$ cat config.mk
export PLATFORM = sky130hd
export DESIGN_NAME = wb_bus_if
export DESIGN_NICKNAME = d
export VERILOG_FILES = /design/src/rtl/wb_bus_if_pkg.sv /design/src/rtl/wb_timeout_ctr.sv /design/src/rtl/wb_bus_if.sv
export SDC_FILE = /design/constraint.sdc
export NUM_CORES = 1
export LEC_CHECK = 0
export ABC_AREA = 1
export CELL_PAD_IN_SITES_DETAIL_PLACEMENT = 0
export CELL_PAD_IN_SITES_GLOBAL_PLACEMENT = 1
export CORE_MARGIN = 4
export CORE_UTILIZATION = 30
export CTS_BUF_LIST = sky130_fd_sc_hd__clkbuf_4 sky130_fd_sc_hd__clkbuf_8
export CTS_CLUSTER_SIZE = 10
export DETAILED_ROUTE_END_ITERATION = 8
export MAX_ROUTING_LAYER = met4
export PLACE_DENSITY = 0.91
export SLEW_MARGIN = 25
export SYNTH_ARGS = -nofsm -noshare
export SYNTH_HDL_FRONTEND = slang
export SYNTH_HIERARCHICAL = 1
export SYNTH_SLANG_ARGS = --single-unit
$ cat constraint.sdc
create_clock -name clk -period 4.1 [get_ports clk]
set_input_delay 0.615 -clock clk [delete_from_list [all_inputs] [get_ports clk]]
set_output_delay 0.615 -clock clk [all_outputs]
set_load 0.01 [all_outputs]
$ cat src/rtl/wb_bus_if_pkg.sv
// Shared definitions for the Wishbone classic master bridge (wb_bus_if):
// FSM state encoding and a width helper for the optional bus-timeout
// counter (enabled with WB_BUS_TIMEOUT_EN).
package wb_bus_if_pkg;

  typedef logic [1:0] wb_state_t;

  // Encoding is kept identical to the legacy core defines so waveforms and
  // any external decoding of the state bus stay compatible.
  localparam wb_state_t WB_IDLE       = 2'b00;
  localparam wb_state_t WB_BUSY       = 2'b01;
  localparam wb_state_t WB_WAIT_STALL = 2'b11;

  // Counter width able to hold values 0 .. n-1, never narrower than 1 bit.
  function automatic int wb_cnt_width(input int unsigned n);
    int w;
    w = $clog2(n);
    if (w < 1) w = 1;
    return w;
  endfunction

endpackage

$ cat src/rtl/wb_timeout_ctr.sv
// Bus-timeout counter for wb_bus_if. Only instantiated when the bridge is
// built with WB_BUS_TIMEOUT_EN. Counts BUSY cycles without ack; hit is high
// while the count equals TIMEOUT_CYC-1, i.e. on the last BUSY cycle allowed.
module wb_timeout_ctr
  import wb_bus_if_pkg::*;
#(
  parameter int unsigned TIMEOUT_CYC = 256
) (
  input  logic clk,
  input  logic rst,
  input  logic clear,
  input  logic en,
  output logic hit
);

  localparam int CNT_W = wb_cnt_width(TIMEOUT_CYC);
  localparam logic [CNT_W-1:0] LAST = CNT_W'(TIMEOUT_CYC - 1);

  logic [CNT_W-1:0] count_reg;

  // Restart at every new access, advance on each unacknowledged BUSY cycle.
  always_ff @(posedge clk or posedge rst) begin
    if (rst) begin
      count_reg <= '0;
    end else if (clear) begin
      count_reg <= '0;
    end else if (en) begin
      count_reg <= count_reg + 1'b1;
    end
  end

  assign hit = (count_reg == LAST);

endmodule

$ cat src/rtl/wb_bus_if.sv
// Wishbone B4 classic master bridge for one CPU memory port (IF or MEM).
// One single-beat access at a time; the stage is stalled through stallreq_o
// until ack, and read data is replayed from rd_buf while the pipeline is
// still stalled after the ack.
// Optional feature: define WB_BUS_TIMEOUT_EN to abort accesses that see no
// ack within TIMEOUT_CYC BUSY cycles and pulse err_o.
module wb_bus_if
  import wb_bus_if_pkg::*;
#(
  parameter int          ADDR_W      = 32,
  parameter int          DATA_W      = 32,
  parameter int          SEL_W       = DATA_W / 8,
  parameter int          STALL_W     = 6,
  parameter int unsigned TIMEOUT_CYC = 256
) (
  input  logic               clk,
  input  logic               rst,
  input  logic [STALL_W-1:0] stall_i,
  input  logic               flush_i,
  input  logic               cpu_ce_i,
  input  logic               cpu_we_i,
  input  logic [ADDR_W-1:0]  cpu_addr_i,
  input  logic [SEL_W-1:0]   cpu_sel_i,
  input  logic [DATA_W-1:0]  cpu_data_i,
  output logic [DATA_W-1:0]  cpu_data_o,
  output logic               stallreq_o,
  output logic [ADDR_W-1:0]  wb_adr_o,
  output logic [DATA_W-1:0]  wb_dat_o,
  input  logic [DATA_W-1:0]  wb_dat_i,
  output logic               wb_we_o,
  output logic [SEL_W-1:0]   wb_sel_o,
  output logic               wb_stb_o,
  output logic               wb_cyc_o,
  input  logic               wb_ack_i,
  output logic               err_o
);

  wb_state_t          state_reg, state_next;
  logic [ADDR_W-1:0]  adr_reg;
  logic [DATA_W-1:0]  dat_reg;
  logic               we_reg;
  logic [SEL_W-1:0]   sel_reg;
  logic               cyc_reg;
  logic [DATA_W-1:0]  rd_buf_reg;

  logic start;       // new access accepted in IDLE
  logic in_busy;
  logic in_wait;
  logic acked;       // ack taken (flush wins over ack)
  logic busy_wait;   // BUSY cycle with neither ack nor flush
  logic timeout_hit;
  logic timed_out;   // abort by timeout on this cycle
  logic finish;      // access completes by ack or timeout

  assign start     = (state_reg == WB_IDLE) && cpu_ce_i && !flush_i;
  assign in_busy   = (state_reg == WB_BUSY);
  assign in_wait   = (state_reg == WB_WAIT_STALL);
  assign acked     = in_busy && !flush_i && wb_ack_i;
  assign busy_wait = in_busy && !flush_i && !wb_ack_i;
  assign timed_out = busy_wait && timeout_hit;
  assign finish    = acked || timed_out;

`ifdef WB_BUS_TIMEOUT_EN
  logic err_reg;

  wb_timeout_ctr #(
    .TIMEOUT_CYC (TIMEOUT_CYC)
  ) u_timeout (
    .clk   (clk),
    .rst   (rst),
    .clear (start),
    .en    (busy_wait),
    .hit   (timeout_hit)
  );

  // One-cycle error pulse following the aborting BUSY cycle.
  always_ff @(posedge clk or posedge rst) begin
    if (rst) begin
      err_reg <= 1'b0;
    end else begin
      err_reg <= timed_out;
    end
  end

  assign err_o = err_reg;
`else
  // Without the timeout feature BUSY waits for ack indefinitely.
  assign timeout_hit = 1'b0;
  assign err_o       = 1'b0;
`endif

  // Next-state selection; flush always returns to IDLE, completion parks in
  // WAIT_STALL while the pipeline is still stalled.
  always_comb begin
    state_next = state_reg;
    case (state_reg)
      WB_IDLE: begin
        if (start) state_next = WB_BUSY;
      end
      WB_BUSY: begin
        if (flush_i) begin
          state_next = WB_IDLE;
        end else if (finish) begin
          state_next = (|stall_i) ? WB_WAIT_STALL : WB_IDLE;
        end
      end
      WB_WAIT_STALL: begin
        if (flush_i || !(|stall_i)) state_next = WB_IDLE;
      end
      default: state_next = WB_IDLE;
    endcase
  end

  // Stage-facing outputs: stall until the access resolves, pass read data
  // through on the ack cycle and replay it from rd_buf while stalled.
  always_comb begin
    stallreq_o = start || (busy_wait && !timeout_hit);
    cpu_data_o = '0;
    if (acked && !we_reg) begin
      cpu_data_o = wb_dat_i;
    end else if (in_wait) begin
      cpu_data_o = rd_buf_reg;
    end
  end

  // State register; reset drops any access in flight immediately.
  always_ff @(posedge clk or posedge rst) begin
    if (rst) begin
      state_reg <= WB_IDLE;
    end else begin
      state_reg <= state_next;
    end
  end

  // Registered bus outputs: launch on accept, release on flush/ack/timeout.
  // Address and write data are left as-is after the access ends.
  always_ff @(posedge clk or posedge rst) begin
    if (rst) begin
      adr_reg <= '0;
      dat_reg <= '0;
      we_reg  <= 1'b0;
      sel_reg <= '0;
      cyc_reg <= 1'b0;
    end else if (start) begin
      adr_reg <= cpu_addr_i;
      dat_reg <= cpu_data_i;
      we_reg  <= cpu_we_i;
      sel_reg <= cpu_sel_i;
      cyc_reg <= 1'b1;
    end else if (in_busy && (flush_i || finish)) begin
      we_reg  <= 1'b0;
      sel_reg <= '0;
      cyc_reg <= 1'b0;
    end
  end

  // Read-data holding buffer: captured on a read ack, zeroed on timeout,
  // untouched by writes and flushed accesses.
  always_ff @(posedge clk or posedge rst) begin
    if (rst) begin
      rd_buf_reg <= '0;
    end else if (acked && !we_reg) begin
      rd_buf_reg <= wb_dat_i;
    end else if (timed_out) begin
      rd_buf_reg <= '0;
    end
  end

  assign wb_adr_o = adr_reg;
  assign wb_dat_o = dat_reg;
  assign wb_we_o  = we_reg;
  assign wb_sel_o = sel_reg;
  // stb and cyc share one flop so they can never disagree.
  assign wb_stb_o = cyc_reg;
  assign wb_cyc_o = cyc_reg;

endmodule
# Yosys cells after proc, flatten, opt, wreduce, memory -nomap -nowiden
# Cells that the tools add are included.
# Widths: inputs -> output; s select.
# op_classes
n_eq_ne,5
muxes,13
n_reduce_logical,18
# op_table
operator,n
$mux 32,2
$mux 2,5
$mux 4,2
$logic_and 1x1->1,7
$pmux 2 s3,1
$reduce_or 6->1,1
$logic_not 1->1,4
$logic_or 1x1->1,3
$mux 1,3
$ne 3x2->1 const B,1
$reduce_and 3->1,1
$eq 2x1->1 const B,1
$eq 2x2->1 const B,1
$logic_not 2->1,1
$ne 2x1->1 const B,1
$ne 2x2->1 const B,1
$reduce_bool 2->1,1
# word_totals
register_bits,104
output_inout_bits,105

# Longest topological paths before layout
# Gate-level depths: netlist (run 1).
# logic_depth
depth_word,7
mapped_depth,8
depth_no_buf,8

# Worst setup path after synthesis (run 1)
# OpenSTA, ideal clock, no wires.
# synth_timing
path_kind,input to output
startpoint,input flush_i
endpoint,output cpu_data_o[0]
arrival_time_ns,1.429
t_required_ns,3.485
slack_ns,2.056
stages,4
path_cell_list,nor3_2 -> nand3_2 -> clkbuf_1 -> o21ai_0
# synth_via
elab_chain_len,5
# synth_rtl
element,line_no,rtl
"start, declared",wb_bus_if.sv:19,"input logic flush_i,"
$logic_not 1->1,wb_bus_if.sv:58,assign acked = in_busy && !flush_i && wb_ack_i;
$logic_and 1x1->1 (2 in a row),wb_bus_if.sv:58,
$logic_and 1x1->1,wb_bus_if.sv:119,if (acked && !we_reg) begin
$mux 32,wb_bus_if.sv:119,
"end, declared",wb_bus_if.sv:25,"output logic [DATA_W-1:0] cpu_data_o,"
# Every way passes these cells.

# Final worst setup path (run 1)
# layout_timing
startpoint,input flush_i
endpoint,output cpu_data_o[2]
# The elaborated chain is that of the path after synthesis.

==> metrics.md, run 1 <==
| Metric | Value |
|---|---|
| CTS resizes | 0 |
| Post-DP HPWL | 8690 um |
| Via-to-Cell Ratio | about 4.2 |
| Longest Clk Path Bufs | 2 |
| Wirelength per Cell | 12.7 um |
| CTS Hold Buffers Added | 0 |
| Core Area | between 10000 and 15000 sq um |
| End of the worst register-to-register path | rd_buf_reg[6] |
| Peak supply drop | 0.325 mV |
| Cell family with most CP delay | buffers and inverters |
| Clk Latency, worst-skew pair | between 0.3 and 0.4 ns |
| Largest net degree at the start of global routing | a little over 70 |
| Slew HR | 0.344 |
| DIE WIDTH | roughly 130 um |
| Worst min path class | flop to flop |
| Die area | approximately 17000 sq um |
| Bufs and invs on worst path | 2 |
| H-tree Lvls | 3 |
| Vias in the first global route | 3658 |
| RSZ-0062 raised after global routing | false |
| Max Fanout on Critical Path | 56 |
| Final Hold Vio Count | 0 |
| GRT overflow | 0 |
| Setup-failing EPs final | 0 |
| Fillers | about 1400 |
| Max incr delay on CP | about 0.59 ns |
| First-pass GRT wire length | about 18000 um |
| Sequential area share after synthesis | 0.574 |
| Routability congestion estimate | 0.726 |
| Mapped cell area | 4540 sq um |
| Min Tclk post-route | 3.48 ns |
| Layout area overhead | 54.6% |
| Final Cycle Share | 0.848 |
| Critical path type | primary input to output port |
| DRC violations left | 0 |
| Startpoint types | primary input |
| Max-capacitance violation count | 0 |
| Share of cells above drive strength 1 | 0.0539 |
| Fmax | about 290 MHz |
| TritonCTS clock tree | yes |
| Ant diodes | 0 |
| Hold Path End | wb_adr_o[4] |
| #FFs+latches synth | ~100 |
| Io pins | 217 |
| DR iter-0 viols | a little under 200 |
| Setup_tns | 0 ns |
| Worst r2r path cells | 6 |
| Cell repeated most along the worst path | clkdlybuf4s50_1 |
| Hold Crit Start | wb_adr_o[4] |
| Final nets | between 800 and 900 |
| TritonCTS buffer count | 9 |
| Total wire length | around 12000 um |
| Cell row count | between 40 and 50 |
| Input/output buffers | between 200 and 250 |
| Via count | 3904 |
| Initial antenna violation count | 0 |
| Synth cell types | 17 |
| Most common cell after layout, fill and taps aside | clkdlybuf4s50_1 |
| WP data required | approximately 3.5 ns |
| CP Data Arrival Time | roughly 2.9 ns |
| Die Height | 131 um |
| Crit path cell chain | clkdlybuf4s50_1 > nor3_2 > nand3_4 > o21ai_0 > clkdlybuf4s50_1 |
| Slew Limit Fails | 0 |
| Syn_area_per_cell | 8.46 sq um |
| Worst setup EP type | output port |
| Postcts setup bufs | 0 |
| ANT nets after route | 0 |
| Pleak | around 3.4 nW |
| Initial Util | 0.310 |
| Pwr Density | slightly above 600 nW/um^2 |
| Status | complete, no violations |
| Critical Path Stages | 5 |
| Post-Synthesis Cells | around 540 |
| R2R Setup Slk | between 2 and 2.5 ns |
| Drt first pass iters | 4 |
| Commonest cells after routing, fill and taps aside | clkdlybuf4s50_1, nand2_1, inv_1 |
| Clk_skew | just over 0.007 ns |
| Ys Warns | 6 |
| Hold path depth | 2 |
| Clock Sinks | around 100 |
| RR Startpoint | state_reg[0] |
| Worst path slowest cell | clkdlybuf4s50_1 |
| Root buf cell | clkbuf_8 |
| GR Util All Layers | 0.137 |
| Syn nets | approximately 650 |
| Final core occ | 0.479 |
| Tightest Pin Transition | between 0.9 and 1 ns |
| Clock transition at path regs | roughly 0.090 ns |
[synth_stat cells, drive strengths merged]
| master | number | area share |
|---|---|---|
| nor3 | 1 | 0.0022 |
| clkbuf | 13 | 0.011 |
| nand3 | 7 | 0.0099 |
| nor2 | 7 | 0.0058 |
| o22ai | 1 | 0.0014 |
| conb | 1 | 0.00083 |
| buf | 17 | 0.028 |
| dfrtp | 104 | 0.57 |
| nand2 | 144 | 0.12 |
| inv | 107 | 0.089 |
| o21ai | 134 | 0.16 |
[final cells by class]
type,instances,area (sq um),area share
sequential,104,2600,0.371
timing repair buffer,220,2200,0.314
multi-input combinational,295,1370,0.195
inverter,107,404,0.0576
tap,184,230,0.0328
clock buffer,11,145,0.0207
clock inverter,5,56.3,0.00803
[power breakdown]
| part | switching, mW | internal, mW | total [mW] |
|---|---|---|---|
| Clock | 0.339 | 0.305 | 0.644 |
| Combinational | 0.859 | 1.03 | 1.89 |
| Sequential | 0.260 | 1.52 | 1.78 |
| Total | 1.46 | 2.85 | 4.31 |
[routing by layer]
metal | vias up | part of all wire | track usage | wire [um]
met5 | - | 0 | - | 0
met4 | 0 | 0.016 | 0.0484 | 193
met3 | 13 | 0.091 | 0.0528 | 1070
met2 | 157 | 0.43 | 0.197 | 5070
met1 | 1698 | 0.46 | 0.177 | 5410
li1 | 2036 | - | - | -
[worst max-delay path by stage]
stage | slack [ns] | end | startpoint
after floorplan | 0.75 | rd_buf_reg[0] | rst
after global placement | 0.71 | cpu_data_o[16] | flush_i
after detailed placement | 0.60 | cpu_data_o[22] | flush_i
after CTS | 0.60 | cpu_data_o[22] | flush_i
after global routing | 0.42 | cpu_data_o[22] | flush_i
final | 0.62 | cpu_data_o[2] | flush_i
[cells by family after synthesis]
logic type	count (synthesis)	synth area share
buffers and inverters	137	0.127
AOI/OAI and AO/OA	135	0.161
and+or+nand+nor	159	0.137
DFF	104	0.574
other	1	0.000827
[stage by stage]
| stage | total power, mW | hold WS (ns) | cells | setup WS (ns) | cell area (sq um) |
|---|---|---|---|---|---|
| final | 4.31 | 0.489 | 926 | 0.625 | 7010 |
| after global routing | 4.65 | 0.505 | 926 | 0.422 | 7010 |
| after CTS | 4.39 | 0.492 | 926 | 0.601 | 7010 |
| after detailed placement | 3.71 | 0.468 | 910 | 0.602 | 6810 |
| after global placement | 3.68 | 0.463 | 910 | 0.706 | 6810 |
| after floorplan | 2.61 | 0.453 | 536 | 0.753 | 4540 |
[worst min-delay path, cell delays in order (launching register included)]
cell and delay [ns]:
dfrtp_1 0.35, nand2_1 0.05, o21ai_0 0.06
Note: power is estimated with default switching activity, not from simulation.
==> run 2: changes to the inputs <==
CORE_UTILIZATION = 27   (was 30)
PLACE_DENSITY = 0.87   (was 0.91)
clock period = 3 ns   (was 4.1 ns; I/O delays follow)
==> run 2 against run 1 <==
Sequential power grew 38%. Highest routed layer unchanged. First-iteration DRC count shrank 17%. Clock power grew 55%.
==> metrics.md, run 2 (synthesized netlist as in run 1, its figures left out) <==
| Metric | Value |
|---|---|
| Clk Latency, worst-skew pair | roughly 0.37 ns |
| Input/output buffers | approximately 220 |
| Most common cell after layout, fill and taps aside | clkdlybuf4s50_1 |
| PnR Total Power | between 6 and 7 mW |
| Core Area | between 15000 and 20000 sq um |
| Pre-CTS setup slack | between 0.01 and 0.015 ns |
| GR Util All Layers | 0.133 |
| Total wire length | around 13000 um |
| Area occupied by registers | approximately 2600 sq um |
| DIE WIDTH | between 100 and 150 um |
| TritonCTS buffer count | 9 |
| Die Height | 138 um |
| Final Cycle Share | 0.936 |
| Via-to-Cell Ratio | slightly above 4 |
| Worst min path class | flop to flop |
| Wirelength per Cell | 13.4 um |
| Clk_skew | ~0.011 ns |
| Root buf cell | clkbuf_8 |
| ANT nets after route | 0 |
| Setup_tns | 0 ns |
| Drt first pass iters | 5 |
| Pleak | approximately 3.4 nW |
| DRC violations left | 0 |
| GRT overflow | 0 |
| Largest net degree at the start of global routing | 105 |
| Cell row count | between 40 and 50 |
| Status | complete, no violations |
| Clock transition at path regs | about 0.1 ns |
| Setup-failing EPs final | 0 |
| Final Hold Vio Count | 0 |
| Critical Path Source | flush_i |
| Startpoint types | primary input |
| Bufs and invs on worst path | 3 |
| Crit path setup slack, layout | between 0.15 and 0.2 ns |
| RSZ-0062 raised after global routing | false |
| First-pass GRT wire length | around 19000 um |
| Pwr Density | between 800 and 900 nW/um^2 |
| Fmax | between 300 and 400 MHz |
| Critical path type | primary input to output port |
| Min Tclk post-route | between 2 and 3 ns |
| Cell repeated most along the worst path | clkdlybuf4s50_1 |
| Layout area overhead | 57.5% |
| CTS Hold Buffers Added | 0 |
| Initial antenna violation count | 0 |
| Io pins | approximately 220 |
| Final nets | ~860 |
| Max incr delay on CP | ~0.57 ns |
| H-tree Lvls | 3 |
| Fillers | approximately 1600 |
| Worst setup EP type | output port |
| Ant diodes | 0 |
| WP data required | approximately 2.6 ns |
| Peak supply drop | 0.412 mV |
| RR Startpoint | state_reg[0] |
| Initial Util | 0.274 |
| Hold Worst Slack | roughly 0.49 ns |
| Commonest cells after routing, fill and taps aside | clkdlybuf4s50_1, nand2_1, inv_1 |
| Crit path cell chain | clkdlybuf4s50_1 > nor3_4 > buf_4 > nand3_4 > o21ai_0 > clkdlybuf4s50_1 |
| Max Fanout on Critical Path | 19 |
| Clock Sinks | 104 |
| Share of cells above drive strength 1 | 0.0615 |
| Slew Limit Fails | 0 |
| Via count | 3987 |
| Post-DP HPWL | 9070 um |
| Slew HR | 0.522 |
| DR iter-0 viols | approximately 170 |
| Worst path slowest cell | clkdlybuf4s50_1 |
| TritonCTS clock tree | yes |
| Multi-input logic area | approximately 1400 sq um |
| Die area | between 15000 and 20000 sq um |
| Max-capacitance violation count | 0 |
| Hold Crit Start | wb_adr_o[3] |
| Longest Clk Path Bufs | 2 |
| Vias in the first global route | about 3700 |
| Tightest Pin Transition | 0.709 ns |
| Cell family with most CP delay | buffers and inverters |
| Routability congestion estimate | approximately 0.74 |
| CP Data Arrival Time | between 2 and 2.5 ns |
[run 2: changes by cell type in the layout (fill, tap and decap cells not counted)]
| cell | previous run | this run |
|---|---|---|
| buf_4 | 4 | 9 |
| inv_6 | 0 | 2 |
| clkbuf_4 | 1 | 0 |
| nor3_2 | 1 | 0 |
| nand3_4 | 2 | 3 |
| inv_4 | 1 | 0 |
| nor3_4 | 0 | 1 |
| clkinvlp_4 | 1 | 2 |
| clkinv_2 | 2 | 1 |
| bufinv_16 | 1 | 2 |
| clkinv_4 | 1 | 0 |
[run 2: where the power goes]
group	internal, mW	switching [mW]	total, mW
clock	0.498	0.502	1.00
combinational	1.43	1.21	2.64
sequential	2.08	0.369	2.45
[run 2: final cells by class]
cell class,instances,share of cell area
Tap cell,220,0.0385
Multi-Input combinational cell,296,0.195
Inverter,107,0.0567
Clock buffer,10,0.0193
Sequential cell,104,0.364
Timing Repair Buffer,225,0.313
Clock inverter,6,0.0126
[run 2: worst min-delay path, stage by stage (launching register included)]
cell and delay, ns:
dfrtp_1 0.35, nand2_1 0.05, o21ai_0 0.05
[run 2: per-stage QoR]
step,util,std cells,instance area [sq um]
final,0.432,968,7140
after global routing,0.432,968,7140
after CTS,0.430,965,7110
after detailed placement,0.416,949,6880
after global placement,0.416,949,6880
after floorplan,-,536,4540
[run 2: final timing paths]
check | to | slack [ns] | depth (start not counted)
worst min-delay path | wb_adr_o[3] | 0.49 | 2
worst max-delay path | cpu_data_o[14] | 0.19 | 6
max in group asynchronous | wb_dat_o[3] | 1.95 | 3
min in group asynchronous | rd_buf_reg[19] | 0.57 | 3
worst max register to register | rd_buf_reg[7] | 1.28 | 7
worst min register to register | wb_adr_o[3] | 0.49 | 2
[run 2: per-layer routing]
metal	global-route usage	wire, um	up-vias
met5	-	0	-
met4	0.0504	195	0
met3	0.0438	1300	12
met2	0.199	5940	162
met1	0.167	5530	1775
li1	-	-	2038
[run 2: repair_timing]
| action | in CTS | in global routing |
|---|---|---|
| setup endpoints to repair | 0 | 32 |
| setup buffers | 0 | 2 |
| resized for setup | 0 | 2 |
==> run 3: changes to the inputs <==
CORE_UTILIZATION = 26   (was 27)
CTS_BUF_LIST = sky130_fd_sc_hd__clkbuf_8 sky130_fd_sc_hd__clkbuf_16   (was sky130_fd_sc_hd__clkbuf_4 sky130_fd_sc_hd__clkbuf_8)
PLACE_DENSITY = 0.84   (was 0.87)
==> run 3 against run 2 <==
Die area increased by 3.6%. Cell count increased by 0.41%. Wire length decreased by 5.2%. Critical endpoint is now cpu_data_o[25]. Clock power increased by 18%.
==> metrics.md, run 3 (synthesized netlist as in run 1, its figures left out) <==
| Metric | Value |
|---|---|
| Io pins | about 220 |
| Fmax | between 300 and 400 MHz |
| Final instance area | between 7000 and 8000 sq um |
| RSZ-0062 raised after global routing | false |
| Routability congestion estimate | between 0.8 and 0.9 |
| Initial Util | 0.264 |
| ANT nets after route | 0 |
| First-pass GRT wire length | a little under 20000 um |
| CP Data Arrival Time | 2.38 ns |
| Tightest Pin Transition | 0.563 ns |
| Peak supply drop | just over 0.4 mV |
| Layout area overhead | 59.3% |
| GRT Max-Usage Layer | met2 |
| Most common cell after layout, fill and taps aside | clkdlybuf4s50_1 |
| Pwr Density | a little under 900 nW/um^2 |
| GR Util All Layers | 0.125 |
| Crit path setup slack, layout | between 0.15 and 0.2 ns |
| CTS Hold Buffers Added | 0 |
| Via-to-Cell Ratio | between 4 and 5 |
| Vias in the first global route | around 3900 |
| Clock Sinks | 104 |
| R2R Setup Slk | between 1 and 1.5 ns |
| Die Height | about 140 um |
| Commonest cells after routing, fill and taps aside | clkdlybuf4s50_1, nand2_1, inv_1 |
| H-tree Lvls | 3 |
| Pleak | 3.44 nW |
| Worst min path class | flop to flop |
| WP data required | about 2.6 ns |
| Setup_tns | 0 ns |
| Startpoint types | primary input |
| Total wire length | between 10000 and 15000 um |
| Slew HR | 0.625 |
| Core Area | 17200 sq um |
| GRT overflow | 0 |
| Root buf cell | clkbuf_16 |
| Critical path type | primary input to output port |
| Largest net degree at the start of global routing | 140 |
| GR Util met1 | 0.158 |
| Wirelength per Cell | around 13 um |
| Cell row count | 48 |
| Ant diodes | 0 |
| Post-DP HPWL | around 8600 um |
| Max-capacitance violation count | 0 |
| DIE WIDTH | between 100 and 150 um |
| Worst setup EP type | output port |
| Initial antenna violation count | 0 |
| Clock transition at path regs | roughly 0.07 ns |
| Slew Limit Fails | 0 |
| Drt first pass iters | 4 |
| Met2 GRT Util | 0.184 |
| Final Hold Vio Count | 0 |
| Min Tclk post-route | about 2.8 ns |
| Status | complete, no violations |
| Clk Latency, worst-skew pair | ~0.34 ns |
| Via count | ~4000 |
| DRC violations left | 0 |
| Die area | ~20000 sq um |
| Share of cells above drive strength 1 | 0.0589 |
| Max Fanout on Critical Path | 18 |
| Pre-CTS setup slack | 0.000401 ns |
| Met3 GRT Util | 0.0471 |
| Input/output buffers | between 200 and 250 |
| Final Cycle Share | 0.945 |
| DR iter-0 viols | ~210 |
| Post-Place Cell Area | ~6900 sq um |
| Clk_skew | between 0.007 and 0.008 ns |
| Final nets | ~850 |
| Fillers | ~1700 |
| TritonCTS clock tree | yes |
| Longest Clk Path Bufs | 2 |
| Setup-failing EPs final | 0 |
| TritonCTS buffer count | 9 |
run 3: per-stage QoR:
stage / cells / utilization / total power [mW] / hold slack (ns)
floorplan: 536 / - / 3.57 / 0.453
global placement: 954 / 0.402 / 5.05 / 0.464
detailed placement: 954 / 0.402 / 5.10 / 0.469
CTS: 970 / 0.419 / 6.33 / 0.485
global route: 972 / 0.421 / 6.74 / 0.504
finish: 972 / 0.421 / 6.25 / 0.481
run 3: what timing repair did:
action,in CTS,in global routing
setup endpoints to repair,1,25
pin swaps,1,2
hold endpoints to repair,0,0
cloned,0,1
buffers inserted,0,1
gates resized for setup,0,2
run 3: final cells by class:
| cell class | instances | area [sq um] | share of cell area |
|---|---|---|---|
| clock buffer | 10 | 239 | 0.0331 |
| multi-input combinational | 296 | 1390 | 0.193 |
| tap | 225 | 282 | 0.0390 |
| sequential | 104 | 2600 | 0.360 |
| timing repair buffer | 224 | 2240 | 0.311 |
| inverter | 107 | 405 | 0.0561 |
| clock inverter | 6 | 60.1 | 0.00831 |
run 3: final timing paths:
path	start	end	cells past startpoint
max	flush_i	cpu_data_o[25]	6
min	wb_dat_o[16]	wb_dat_o[16]	2
max reg2reg	state_reg[0]	rd_buf_reg[9]	7
min reg2reg	wb_dat_o[16]	wb_dat_o[16]	2
max in group asynchronous	rst	wb_adr_o[17]	3
min in group asynchronous	rst	rd_buf_reg[20]	3
run 3: worst max-delay path, stage by stage:
cell             delay (ns)
clkdlybuf4s50_1        0.51
nor3_4                 0.23
buf_4                  0.18
nand3_4                0.19
o21ai_0                0.25
clkdlybuf4s50_1        0.57
run 3: power by group:
part | switching (mW) | leakage [nW] | internal (mW)
Combinational | 1.19 | 1.99 | 1.43
Sequential | 0.366 | 1.30 | 2.08
Clock | 0.511 | 0.150 | 0.666
run 3: routing by layer:
metal  routed length (um)  up-vias
met1                 5590     1764
met3                 1080       15
met5                    0        -
met2                 5410      157
met4                  222        0
li1                     -     2047
